==> src/rtl/vend_pkg.sv <==
// Shared vending-machine definitions: FSM state encodings, coin select codes
// and coin denominations used by the dispenser, controller and acceptor.
package vend_pkg;

    typedef enum logic [1:0] {
        ST_IDLE     = 2'd0,
        ST_DISPENSE = 2'd1,
        ST_DONE     = 2'd2
    } state_t;

    localparam logic [1:0] SEL_C = 2'd0;
    localparam logic [1:0] SEL_B = 2'd1;
    localparam logic [1:0] SEL_A = 2'd2;

    localparam int VEND_W = 4;
    localparam int DEN_A  = 5;
    localparam int DEN_B  = 2;
    // Smallest coin must be 1 so every amount is payable greedily.
    localparam int DEN_C  = 1;

endpackage

==> src/rtl/change_dispenser_coin_pick.sv <==
// Greedy coin choice: largest denomination not exceeding the amount still owed.
module coin_pick
    import vend_pkg::*;
#(
    parameter int W     = VEND_W,
    parameter int DEN_A = vend_pkg::DEN_A,
    parameter int DEN_B = vend_pkg::DEN_B,
    parameter int DEN_C = vend_pkg::DEN_C
) (
    input  logic [W-1:0] remaining,
    output logic [1:0]   coin_sel,
    output logic [W-1:0] coin_value
);

    always_comb begin
        coin_sel   = SEL_C;
        coin_value = '0;
        if (remaining >= W'(DEN_A)) begin
            coin_sel   = SEL_A;
            coin_value = W'(DEN_A);
        end else if (remaining >= W'(DEN_B)) begin
            coin_sel   = SEL_B;
            coin_value = W'(DEN_B);
        end else if (remaining >= W'(DEN_C)) begin
            coin_sel   = SEL_C;
            coin_value = W'(DEN_C);
        end
    end

endmodule

==> src/rtl/change_dispenser.sv <==
// Pays out change owed one coin per valid/ack handshake, largest coin first,
// and reports done (payout complete) or err (underpaid start) as pulses.
module change_dispenser
    import vend_pkg::*;
#(
    parameter int W     = VEND_W,
    parameter int DEN_A = vend_pkg::DEN_A,
    parameter int DEN_B = vend_pkg::DEN_B,
    parameter int DEN_C = vend_pkg::DEN_C
) (
    input  logic         clk,
    input  logic         rst,
    input  logic         start,
    input  logic [W-1:0] diff,
    input  logic         bout,
    input  logic         coin_ack,
    output logic         coin_valid,
    output logic [1:0]   coin_sel,
    output logic         busy,
    output logic         done,
    output logic         err,
    output logic [W-1:0] coin_cnt
);

    state_t       state;
    logic [W-1:0] remaining;
    logic [1:0]   pick_sel;
    logic [W-1:0] pick_val;

    coin_pick #(
        .W     (W),
        .DEN_A (DEN_A),
        .DEN_B (DEN_B),
        .DEN_C (DEN_C)
    ) u_pick (
        .remaining  (remaining),
        .coin_sel   (pick_sel),
        .coin_value (pick_val)
    );

    always_ff @(posedge clk or posedge rst) begin
        if (rst) begin
            state     <= ST_IDLE;
            remaining <= '0;
            coin_cnt  <= '0;
            err       <= 1'b0;
        end else begin
            err <= 1'b0;
            case (state)
                ST_IDLE: begin
                    if (start) begin
                        if (bout) begin
                            err <= 1'b1;
                        end else begin
                            remaining <= diff;
                            coin_cnt  <= '0;
                            state     <= (diff == '0) ? ST_DONE : ST_DISPENSE;
                        end
                    end
                end
                ST_DISPENSE: begin
                    if (coin_ack) begin
                        remaining <= remaining - pick_val;
                        if (coin_cnt != '1)
                            coin_cnt <= coin_cnt + W'(1);
                        // Last coin exactly clears the balance.
                        if (remaining == pick_val)
                            state <= ST_DONE;
                    end
                end
                ST_DONE:  state <= ST_IDLE;
                default:  state <= ST_IDLE;
            endcase
        end
    end

    // Outputs decode straight from state flops, so they carry no input paths.
    assign coin_valid = (state == ST_DISPENSE);
    assign coin_sel   = coin_valid ? pick_sel : SEL_C;
    assign busy       = (state == ST_DISPENSE) || (state == ST_DONE);
    assign done       = (state == ST_DONE);

endmodule

==> config.mk <==
export PLATFORM = sky130hd
export DESIGN_NAME = change_dispenser
export DESIGN_NICKNAME = d
export VERILOG_FILES = /design/src/rtl/vend_pkg.sv /design/src/rtl/change_dispenser_coin_pick.sv /design/src/rtl/change_dispenser.sv
export SDC_FILE = /design/constraint.sdc
export NUM_CORES = 1
export LEC_CHECK = 0
export ABC_AREA = 0
export CORE_MARGIN = 1.5
export CORE_UTILIZATION = 45
export CTS_BUF_LIST = sky130_fd_sc_hd__clkbuf_8
export CTS_CLUSTER_SIZE = 20
export DETAILED_ROUTE_END_ITERATION = 16
export PLACE_DENSITY = 0.76
export SYNTH_ARGS = -nofsm -noshare
export SYNTH_HDL_FRONTEND = slang
export SYNTH_SLANG_ARGS = --single-unit
==> constraint.sdc <==
create_clock -name clk -period 2 [get_ports clk]
set_clock_uncertainty 0.1 [all_clocks]
set_input_delay 0.2 -clock clk [delete_from_list [all_inputs] [get_ports clk]]
set_output_delay 0.2 -clock clk [all_outputs]
set_load 0.03 [all_outputs]
==> results.md, run 1 <==
- FP Rows: 15
- Core area: about 0.0017 mm^2
- CTS tree: done
- Worst-case clock buffer depth: 2
- Overall routing resource usage: around 22%
- Pwr dens: between 1500 and 2000 mW/mm^2
- Area of the multi-input gates: 543 um^2
- Commonest non-fill, non-tap cells in the layout: buf_4 (18), clkdlybuf4s50_1 (15), dfrtp_1 (11)
- Fmax: 0.473 GHz
- Critical R2R Launch: remaining[1]
- VDD IR max: 0.885 mV
- Clk root buf: clkbuf_8
- Sequential fraction of the synthesis area: 34.5%
- Mapped Area: between 700 and 800 um^2
- Max transition margin: 69.9%
- FF-to-FF setup slack: -0.11 ns
- First-pass GRT wire length: 3160 um
- Tot Pwr: approximately 2.2 mW
- Layout cells sized above 1: between 20% and 30%
- Die Ht: 45.1 um
- Register area: roughly 280 um^2
- PnR worst setup slack: -0.113 ns
- Crit path launch type: register
- Utilization after layout: 71.3%
- CP top delay family: adder cells
- Async S/R FF share, synth: 100%
- Initial DRC Count: 11
- Drt wl/cell: approximately 15 um
- Max Slew Vio Count: 0
- Main combinational cell family by area after synthesis: compound AO/OA/AOI/OAI gates
- Maxcap violations: 0
- Post-synth EDFFs: 0
- Element type at the critical path end: register
- Mean Syn Cell Area: 8.96 um^2
- R2r endpoint: remaining[2]
- P_leak: 0.528 nW
- PortBufs: 18
- Final instance area: 0.00120 mm^2
- Critical path cell sequence: or2_4 > mux2i_1 > and2b_2 > a21oi_2 > ha_4 > fa_2 > xnor2_1 > mux2i_1 > a21oi_1
- Simple-gate area share of the yosys netlist: between 10% and 20%
- Vias/cell: 5.69
- Sink Count: 11
- DP Wirelength: about 1300 um
- Final Hold Viols: 0
- Antenna Diode Count: 0
- Fillers: approximately 140
- Via count: 791
- Final #Nets: 140
- Compound-Gate Fraction of Synth Area: 22.1%
- WP data required: just over 2 ns
- Setup CP Type: reg -> reg
- Register clock-pin slew on the reported worst setup and hold paths: 0.06 ns
- ANT nets after route: 0
- Commonest non-fill, non-tap cell in the layout: buf_4
- Vias in the first global route: 725
- Failing checks: negative setup slack
- R2R cell count: 9
- CP arrival: 2.13 ns
- Final period utilization: 106%
- Slowest cell on crit path: dfrtp_1
- Min cycle time layout: 2.11 ns
- Clk Latency, worst-skew pair: approximately 0.24 ns
- Placed inst area: 0.00105 mm^2
- Starting Density: 47.2%
- # DRC: 0
- Placed insts: between 100 and 150
- Routability cong.: 0.765
- Max incr delay on CP: 0.40 ns
- Synth Net Count: 106
- Initial antenna violation count: 0
- First-pass DRT Iterations: 4
- Unrepaired setup endpoints after global routing: yes
- CP most frequent cell: mux2i_1
- Htree depth: 1
- Finished Layout Cells: 139
- Post-synthesis mux area share: 5.02%
- Num CTS Buffers: 3
- Final hold slack: 0.167 ns
- DIE AREA: 0.00203 mm^2
- Worst Tran Pin Value: 0.451 ns
- Setup TNS: -0.347 ns
- Syn-to-layout area delta: 51.0%
- Post-synthesis register bit count: 11
- Post-synthesis xor/xnor area fraction: 1.10%
- Largest net degree at the start of global routing: 12
- Cell variety after synth: 35
- CTS Hold Bufs: 0
- Total grt overflow: 0
- Number of I/O pins: 19
- Worst slack, placed: -0.170 ns
- Post-Route WL: 2040 um
- Max FO, Critical Path: 4
- Status: finished with violations
- Main synth FF type: dfrtp_1
- Adder-cell share of the synthesized area: a little over an eighth
- Final setup violating endpoints: 5
- Worst min path class: in -> async
- Critical path buffers and inverters: 0
- Post-Synthesis Cells: 89
- Die width: 45.1 um
- YS warnings: 0
## flip-flops by register name, summed over array words and instances, names as in the netlist
register,cells
err,1
state,2
remaining,4
coin_cnt,4
## power breakdown
| group | internal, mW | total [mW] | switching, mW |
|---|---|---|---|
| sequential | 0.308 | 0.384 | 0.0754 |
| clock | 0.135 | 0.222 | 0.0873 |
| combinational | 0.806 | 1.64 | 0.830 |
| total | 1.25 | 2.24 | 0.992 |
## cell families after synthesis
family | count (synthesis)
xor+xnor | 1
simple gates | 25
buf+inv | 13
fa+ha+maj | 8
mux | 4
flops | 11
compound gates | 27
## cell usage after synthesis (2+ instances only)
cell       n  area, um^2
nand3b_1   2        15.0
buf_4      2        15.0
a21oi_1    8        40.0
mux2i_1    4        40.0
ha_1       7        87.6
nand3_1    2        10.0
and3_1     2        12.5
inv_1      9        33.8
nand2_1    8        30.0
dfrtp_1   11         275
o21ai_0    7        35.0
a21boi_0   2        15.0
nor2_1     3        11.3
## cell type report
type / instances / area share, %
Clock buffer: 3 / 3.43
Timing Repair Buffer: 33 / 23.7
Tap cell: 17 / 1.77
Sequential cell: 11 / 22.9
Inverter: 9 / 2.81
Multi-Input combinational cell: 65 / 45.1
Clock inverter: 1 / 0.312
## what timing repair did
| action | CTS | global route |
|---|---|---|
| endpoints found under the setup margin | 5 | 6 |
| pin swaps | 4 | 1 |
| setup buffers | 1 | 4 |
| gates resized for setup | 11 | 5 |
## routing by layer
metal / global-route usage (%) / wire length (um) / part of all wire, % / vias to the layer above
met1: 28.4 / 926 / 45 / 378
met2: 35.4 / 985 / 48 / 29
met3: 3.20 / 97 / 4.8 / 6
met5: 0 / 0 / 0 / -
met4: 8.24 / 32 / 1.6 / 0
li1: - / - / - / 378
## worst max-delay path by stage
stage / cells after the start / slack, ns / startpoint / endpoint
floorplan: 8 / -0.04 / remaining[1] / remaining[1]
global placement: 9 / -0.07 / remaining[0] / remaining[1]
detailed placement: 8 / -0.17 / remaining[0] / remaining[3]
CTS: 9 / -0.07 / remaining[1] / remaining[2]
global route: 9 / -0.19 / remaining[1] / remaining[2]
finish: 9 / -0.11 / remaining[1] / remaining[2]
Note: power is estimated with default switching activity, not from simulation.
==> run 2: changes to the inputs <==
--- a/config.mk
+++ b/config.mk
@@ -6,7 +6,8 @@
 export NUM_CORES = 1
 export LEC_CHECK = 0
 export ABC_AREA = 0
-export CORE_MARGIN = 1.5
+export CAP_MARGIN = 20
+export CORE_MARGIN = 2
 export CORE_UTILIZATION = 45
 export CTS_BUF_LIST = sky130_fd_sc_hd__clkbuf_8
 export CTS_CLUSTER_SIZE = 20
==> run 2 against run 1 <==
Against the previous run:
- critical path type unchanged
- power is 8.5% lower
- global-route usage shrank 0.30 points
- largest power group unchanged
- register-to-register slack better by 0.03 ns
- maximum frequency rose by 1.5%
- the run still ends with negative setup slack left
- highest routed layer unchanged
- die area grew 4.5%
- critical endpoint is now remaining[1]
- first-iteration DRC count rose by 9.1%
- sequential power barely moved
- clock-buffer cell count unchanged
- clock power decreased by 3%
- sequential share of layout area rose by 1.3 points
- utilization shrank 3.9 points
- final area down 5.5%
==> results.md, run 2 (synthesis gave the netlist of run 1 again) <==
- Worst Tran Pin Value: 0.449 ns (-0.00256 ns)
- Total grt overflow: 0 (unchanged)
- R2R cell count: 9 (unchanged)
- # DRC: 0 (unchanged)
- Post-Route WL: 1870 um (-8.3%)
- Initial DRC Count: 12 (+1)
- P_leak: 0.499 nW (-5.6%)
- Die Ht: 46.1 um (+2.2%)
- Max Slew Vio Count: 0 (unchanged)
- Htree depth: 1 (unchanged)
- Final hold slack: 0.169 ns (+0.00187 ns)
- Failing checks: negative setup slack
- Max FO, Critical Path: 3 (-1)
- Worst min path class: in -> async
- Fillers: 154 (+9.2%)
- Crit path launch type: register
- Placed insts: 129 (-0.77%)
- PnR worst setup slack: -0.0824 ns (+0.0303 ns)
- CTS Hold Bufs: 0 (unchanged)
- Vias/cell: 5.37 (-5.6%)
- Number of I/O pins: 19 (unchanged)
- Critical R2R Launch: remaining[1]
- Clk root buf: clkbuf_8
- Finished Layout Cells: 134 (-3.6%)
- Core area: 0.00169 mm^2 (unchanged)
- DIE AREA: 0.00212 mm^2 (+4.5%)
- Sink Count: 11 (unchanged)
- Via count: 720 (-9.0%)
- Final #Nets: 135 (-3.6%)
- Layout cells sized above 1: 23.1% (-5.6 points)
- Unrepaired setup endpoints after global routing: yes
- Drt wl/cell: 14.0 um (-4.9%)
- Min cycle time layout: 2.08 ns (-0.0303 ns)
- Largest net degree at the start of global routing: 12 (unchanged)
- Starting Density: 47.2% (unchanged)
- Clk Latency, worst-skew pair: 0.23 ns (about the same)
- Worst slack, placed: -0.165 ns (+0.00485 ns)
- FF-to-FF setup slack: -0.08 ns (+0.03 ns)
- Die width: 46.1 um (+2.2%)
- PortBufs: 18 (unchanged)
- Pwr dens: 1800 mW/mm^2 (-3.1%)
- Register clock-pin slew on the reported worst setup and hold paths: 0.05 ns (about the same)
- Initial antenna violation count: 0 (unchanged)
- Status: finished with violations
- Setup TNS: -0.188 ns (+0.159 ns)
- Num CTS Buffers: 3 (unchanged)
- Antenna Diode Count: 0 (unchanged)
- FP Rows: 15 (unchanged)
- Max transition margin: 70.0% (+0.17 points)
- Utilization after layout: 67.3% (-3.9 points)
- ANT nets after route: 0 (unchanged)
- Fmax: 0.480 GHz (+1.5%)
- First-pass GRT wire length: 3250 um (+2.8%)
- First-pass DRT Iterations: 4 (unchanged)
- R2r endpoint: remaining[1]
- Vias in the first global route: 745 (+2.8%)
- Setup CP Type: reg -> reg
- Tot Pwr: 2.05 mW (-8.5%)
- Overall routing resource usage: 21.2% (-0.30 points)
- Final instance area: 0.00114 mm^2 (-5.5%)
- Syn-to-layout area delta: 42.7%
- Final Hold Viols: 0 (unchanged)
- Final setup violating endpoints: 5 (unchanged)
- Routability cong.: 0.866 (+13%)
- CP arrival: 2.10 ns (-0.03 ns)
- Maxcap violations: 0 (unchanged)
- Final period utilization: 104% (-1.5 points)
- Commonest non-fill, non-tap cell in the layout: clkdlybuf4s50_1
- Placed inst area: 0.00105 mm^2 (-0.71%)
- Element type at the critical path end: register
- DP Wirelength: 1420 um (+6.0%)
- VDD IR max: 0.857 mV (-3.2%)
- Worst-case clock buffer depth: 2 (unchanged)
- Top Registers: coin_cnt x4, remaining x4, state x2
- WP data required: 2.02 ns (about the same)
- CTS tree: done
- Commonest non-fill, non-tap cells in the layout: clkdlybuf4s50_1 (15), buf_4 (13), dfrtp_1 (11)
==> run 2: where the power goes <==
part           switching [mW]  internal (mW)  total [mW]
sequential             0.0765          0.308       0.385
combinational           0.751          0.701        1.45
clock                  0.0801          0.135       0.215
total                   0.908           1.14        2.05
==> run 2: area by class of cell <==
class / count / area (um^2) / area share, %
Multi-Input combinational cell: 65 / 514 / 45.2
Sequential cell: 11 / 275 / 24.2
Timing Repair Buffer: 28 / 248 / 21.8
Clock buffer: 3 / 41.3 / 3.63
Inverter: 9 / 33.8 / 2.97
Tap cell: 17 / 21.3 / 1.87
Clock inverter: 1 / 3.75 / 0.330
==> run 2: timing repair <==
item,4_1_cts,5_1_grt
pin swaps,5,1
endpoints found under the setup margin,5,5
setup buffers,1,0
gates resized for setup,9,0
==> run 2: how the worst max path moves through the flow <==
stage,startpoint,cells past startpoint,endpoint,slack [ns]
3_3_place_gp,remaining[0],9,remaining[1],-0.06
2_1_floorplan,remaining[1],8,remaining[1],-0.04
5_1_grt,remaining[1],9,remaining[2],-0.20
3_5_place_dp,remaining[0],9,state[0],-0.17
4_1_cts,remaining[1],9,remaining[1],-0.09
6_report,remaining[1],9,remaining[1],-0.08
==> run 2: layer usage <==
metal	share of wire, %	global-route usage (%)	wire length (um)	up-vias
li1	-	-	-	370
met1	45	26.1	846	338
met2	52	37.8	973	10
met3	2.2	2.75	42	2
met4	0.53	6.86	10	0
met5	0	0	0	-
==> run 2: critical path: stages, from the launching register on <==
cell and delay (ns):
dfrtp_1 0.37, or2_4 0.25, mux2i_1 0.15, and2b_2 0.20
a21oi_2 0.05, ha_4 0.17, fa_2 0.51, mux2i_1 0.06
nand2_1 0.06, o21ai_1 0.05
==> run 3: changes to the inputs <==
--- a/config.mk
+++ b/config.mk
@@ -12,6 +12,7 @@
 export CTS_BUF_LIST = sky130_fd_sc_hd__clkbuf_8
 export CTS_CLUSTER_SIZE = 20
 export DETAILED_ROUTE_END_ITERATION = 16
+export GPL_TIMING_DRIVEN = 0
 export PLACE_DENSITY = 0.76
 export SYNTH_ARGS = -nofsm -noshare
 export SYNTH_HDL_FRONTEND = slang
==> run 3 against run 2 <==
Against the previous run:
- the run still ends with negative setup slack left
- first-iteration DRC count rose by 8.3%
- setup slack got worse by 0.019 ns
- sequential share of layout area decreased by 0.29 points
- clock power is 7% higher
- critical path depth unchanged
- clock-buffer cell count unchanged
- power rose by 2.0%
- maximum frequency decreased by 0.88%
- worst hold slack got worse by 0.017 ns
- sequential cell count unchanged
- wire length increased by 2.8%
- highest routed layer unchanged
==> results.md, run 3 (synthesis gave the netlist of run 1 again) <==
- Tot Pwr: 2.09 mW (+2.0%)
- Fillers: 139 (-9.7%)
- Commonest non-fill, non-tap cells in the layout: clkdlybuf4s50_1 (16), dfrtp_1 (11), inv_1 (8), nand2_1 (8)
- Core area: 0.00169 mm^2 (unchanged)
- Register clock-pin slew on the reported worst setup and hold paths: 0.06 ns (about the same)
- Top Registers: coin_cnt x4, remaining x4, state x2
- Clk Latency, worst-skew pair: 0.24 ns (about the same)
- Htree depth: 1 (unchanged)
- Largest net degree at the start of global routing: 12 (unchanged)
- Element type at the critical path end: register
- Crit path launch type: register
- Overall routing resource usage: 20.6% (-0.60 points)
- # DRC: 0 (unchanged)
- Failing checks: negative setup slack
- Worst Tran Pin Value: 0.436 ns (-0.0126 ns)
- Commonest non-fill, non-tap cell in the layout: clkdlybuf4s50_1
- Setup CP Type: reg -> reg
- Worst-case clock buffer depth: 2 (unchanged)
- Logic pwr share: 69.9% (-0.9 points)
- Max Slew Vio Count: 0 (unchanged)
- Maxcap violations: 0 (unchanged)
- P_leak: 0.488 nW (-2.2%)
- Syn-to-layout area delta: 44.4%
- PnR worst setup slack: -0.101 ns (-0.0186 ns)
- Pint: 1.13 mW (-1.5%)
- Drt wl/cell: 14.6 um (+4.3%)
- Total grt overflow: 0 (unchanged)
- ANT nets after route: 0 (unchanged)
- FP Rows: 15 (unchanged)
- Vias in the first global route: 666 (-11%)
- Clock power frac: 10.9% (+0.4 points)
- Num CTS Buffers: 3 (unchanged)
- DIE AREA: 0.00212 mm^2 (unchanged)
- Worst min path class: in -> async
- CTS tree: done
- Status: finished with violations
- Fmax: 0.476 GHz (-0.88%)
- CP arrival: 2.13 ns (+0.03 ns)
- Clk root buf: clkbuf_8
- Starting Density: 47.2% (unchanged)
- PortBufs: 18 (unchanged)
- Number of I/O pins: 19 (unchanged)
- Initial antenna violation count: 0 (unchanged)
- Area of the multi-input gates: 541 um^2 (+5.1%)
- Vias/cell: 5.67 (+5.5%)
- First-pass GRT wire length: 3080 um (-5.1%)
- Initial DRC Count: 13 (+1)
- Layout cells sized above 1: 24.3% (+1.3 points)
- WP data required: 2.03 ns (about the same)
- Sw Ratio: 46.2% (+1.9 points)
- Final setup violating endpoints: 4 (-1)
- CTS Hold Bufs: 0 (unchanged)
- Sw Pwr: 0.966 mW (+6.4%)
- Min cycle time layout: 2.10 ns (+0.0186 ns)
- Via count: 748 (+3.9%)
- Final period utilization: 105% (+0.93 points)
- Setup TNS: -0.234 ns (-0.0461 ns)
- Sink Count: 11 (unchanged)
- DP Wirelength: 1340 um (-5.5%)
- Die Ht: 46.1 um (unchanged)
- Antenna Diode Count: 0 (unchanged)
- Final #Nets: 133 (-1.5%)
- VDD IR max: 0.945 mV (+10%)
- Final Hold Viols: 0 (unchanged)
- Worst slack, placed: -0.308 ns (-0.143 ns)
- Routability cong.: 0.871 (+0.54%)
- Pwr dens: 1820 mW/mm^2 (+0.77%)
- Flop pwr share: 19.1% (+0.3 points)
- Post-Route WL: 1930 um (+2.8%)
- Die width: 46.1 um (unchanged)
- First-pass DRT Iterations: 4 (unchanged)
- Register area: 275 um^2 (unchanged)
- Max transition margin: 70.9% (+0.84 points)
- Max FO, Critical Path: 3 (unchanged)
- Unrepaired setup endpoints after global routing: yes
[run 3: cell count changes in the layout (fill, tap and decap cells not counted), sizes merged]
cell           delta
buf               -5
clkbuf            +2
clkdlybuf4s50     +1
clkinv            +1
inv               -1
[run 3: final cells by class]
class                      count  share of cell area, %
buffer                         4                   2.39
clock buffer                   3                   3.59
clock inverter                 1                  0.435
inverter                       9                   2.93
multi-input combinational     65                   47.0
sequential                    11                   23.9
tap                           17                   1.85
timing repair buffer          22                   17.9
[run 3: worst paths after layout]
kind / slack (ns) / depth (start not counted) / endpoint / startpoint
max: -0.10 / 9 / remaining[1] / remaining[0]
min: 0.15 / 2 / err / rst
max reg2reg: -0.10 / 9 / remaining[1] / remaining[0]
min reg2reg: 0.46 / 2 / state[1] / state[1]
max in group asynchronous: 1.34 / 2 / remaining[1] / rst
min in group clk: 0.46 / 2 / state[1] / state[1]
[run 3: power by group through the flow]
stage,sequential (mW),clock [mW],combinational (mW)
6_report,0.401,0.229,1.46
5_1_grt,0.410,0.239,1.62
4_1_cts,0.390,0.228,1.33
3_5_place_dp,0.391,0,1.19
3_3_place_gp,0.386,0,1.16
2_1_floorplan,0.412,0,0.858
[run 3: worst max-delay path, cell delays in order, from the launching register on]
cell and delay [ns]:
dfrtp_1 0.38, or2_4 0.27, mux2i_1 0.12, and2b_2 0.19
a21oi_2 0.05, ha_4 0.17, fa_2 0.51, mux2i_1 0.07
nand2_1 0.07, o21ai_1 0.06
[run 3: timing repair]
action / in CTS / in global routing
buffers inserted: 2 / 2
hold endpoints to repair: 0 / 0
pin swaps: 6 / 5
endpoints found under the setup margin: 7 / 6
gates resized for setup: 17 / 13
[run 3: stage by stage]
stage                     utilization [%]  area [um^2]  hold WS [ns]  instances
after global routing                 68.1         1150         0.223        132
after global placement               59.8         1010         0.418        124
after detailed placement             59.8         1010         0.426        124
after floorplan                         -          808       -0.0476         89
after CTS                            65.6         1110         0.173        130
final                                68.1         1150         0.152        132
[run 3: routing by layer]
layer  global-route usage [%]  share of wire, %  wire [um]
met3                     3.92               4.2         81
met5                        0                 0          0
met4                     10.9               1.9         36
met2                     32.2                48        933
met1                     26.8                45        874
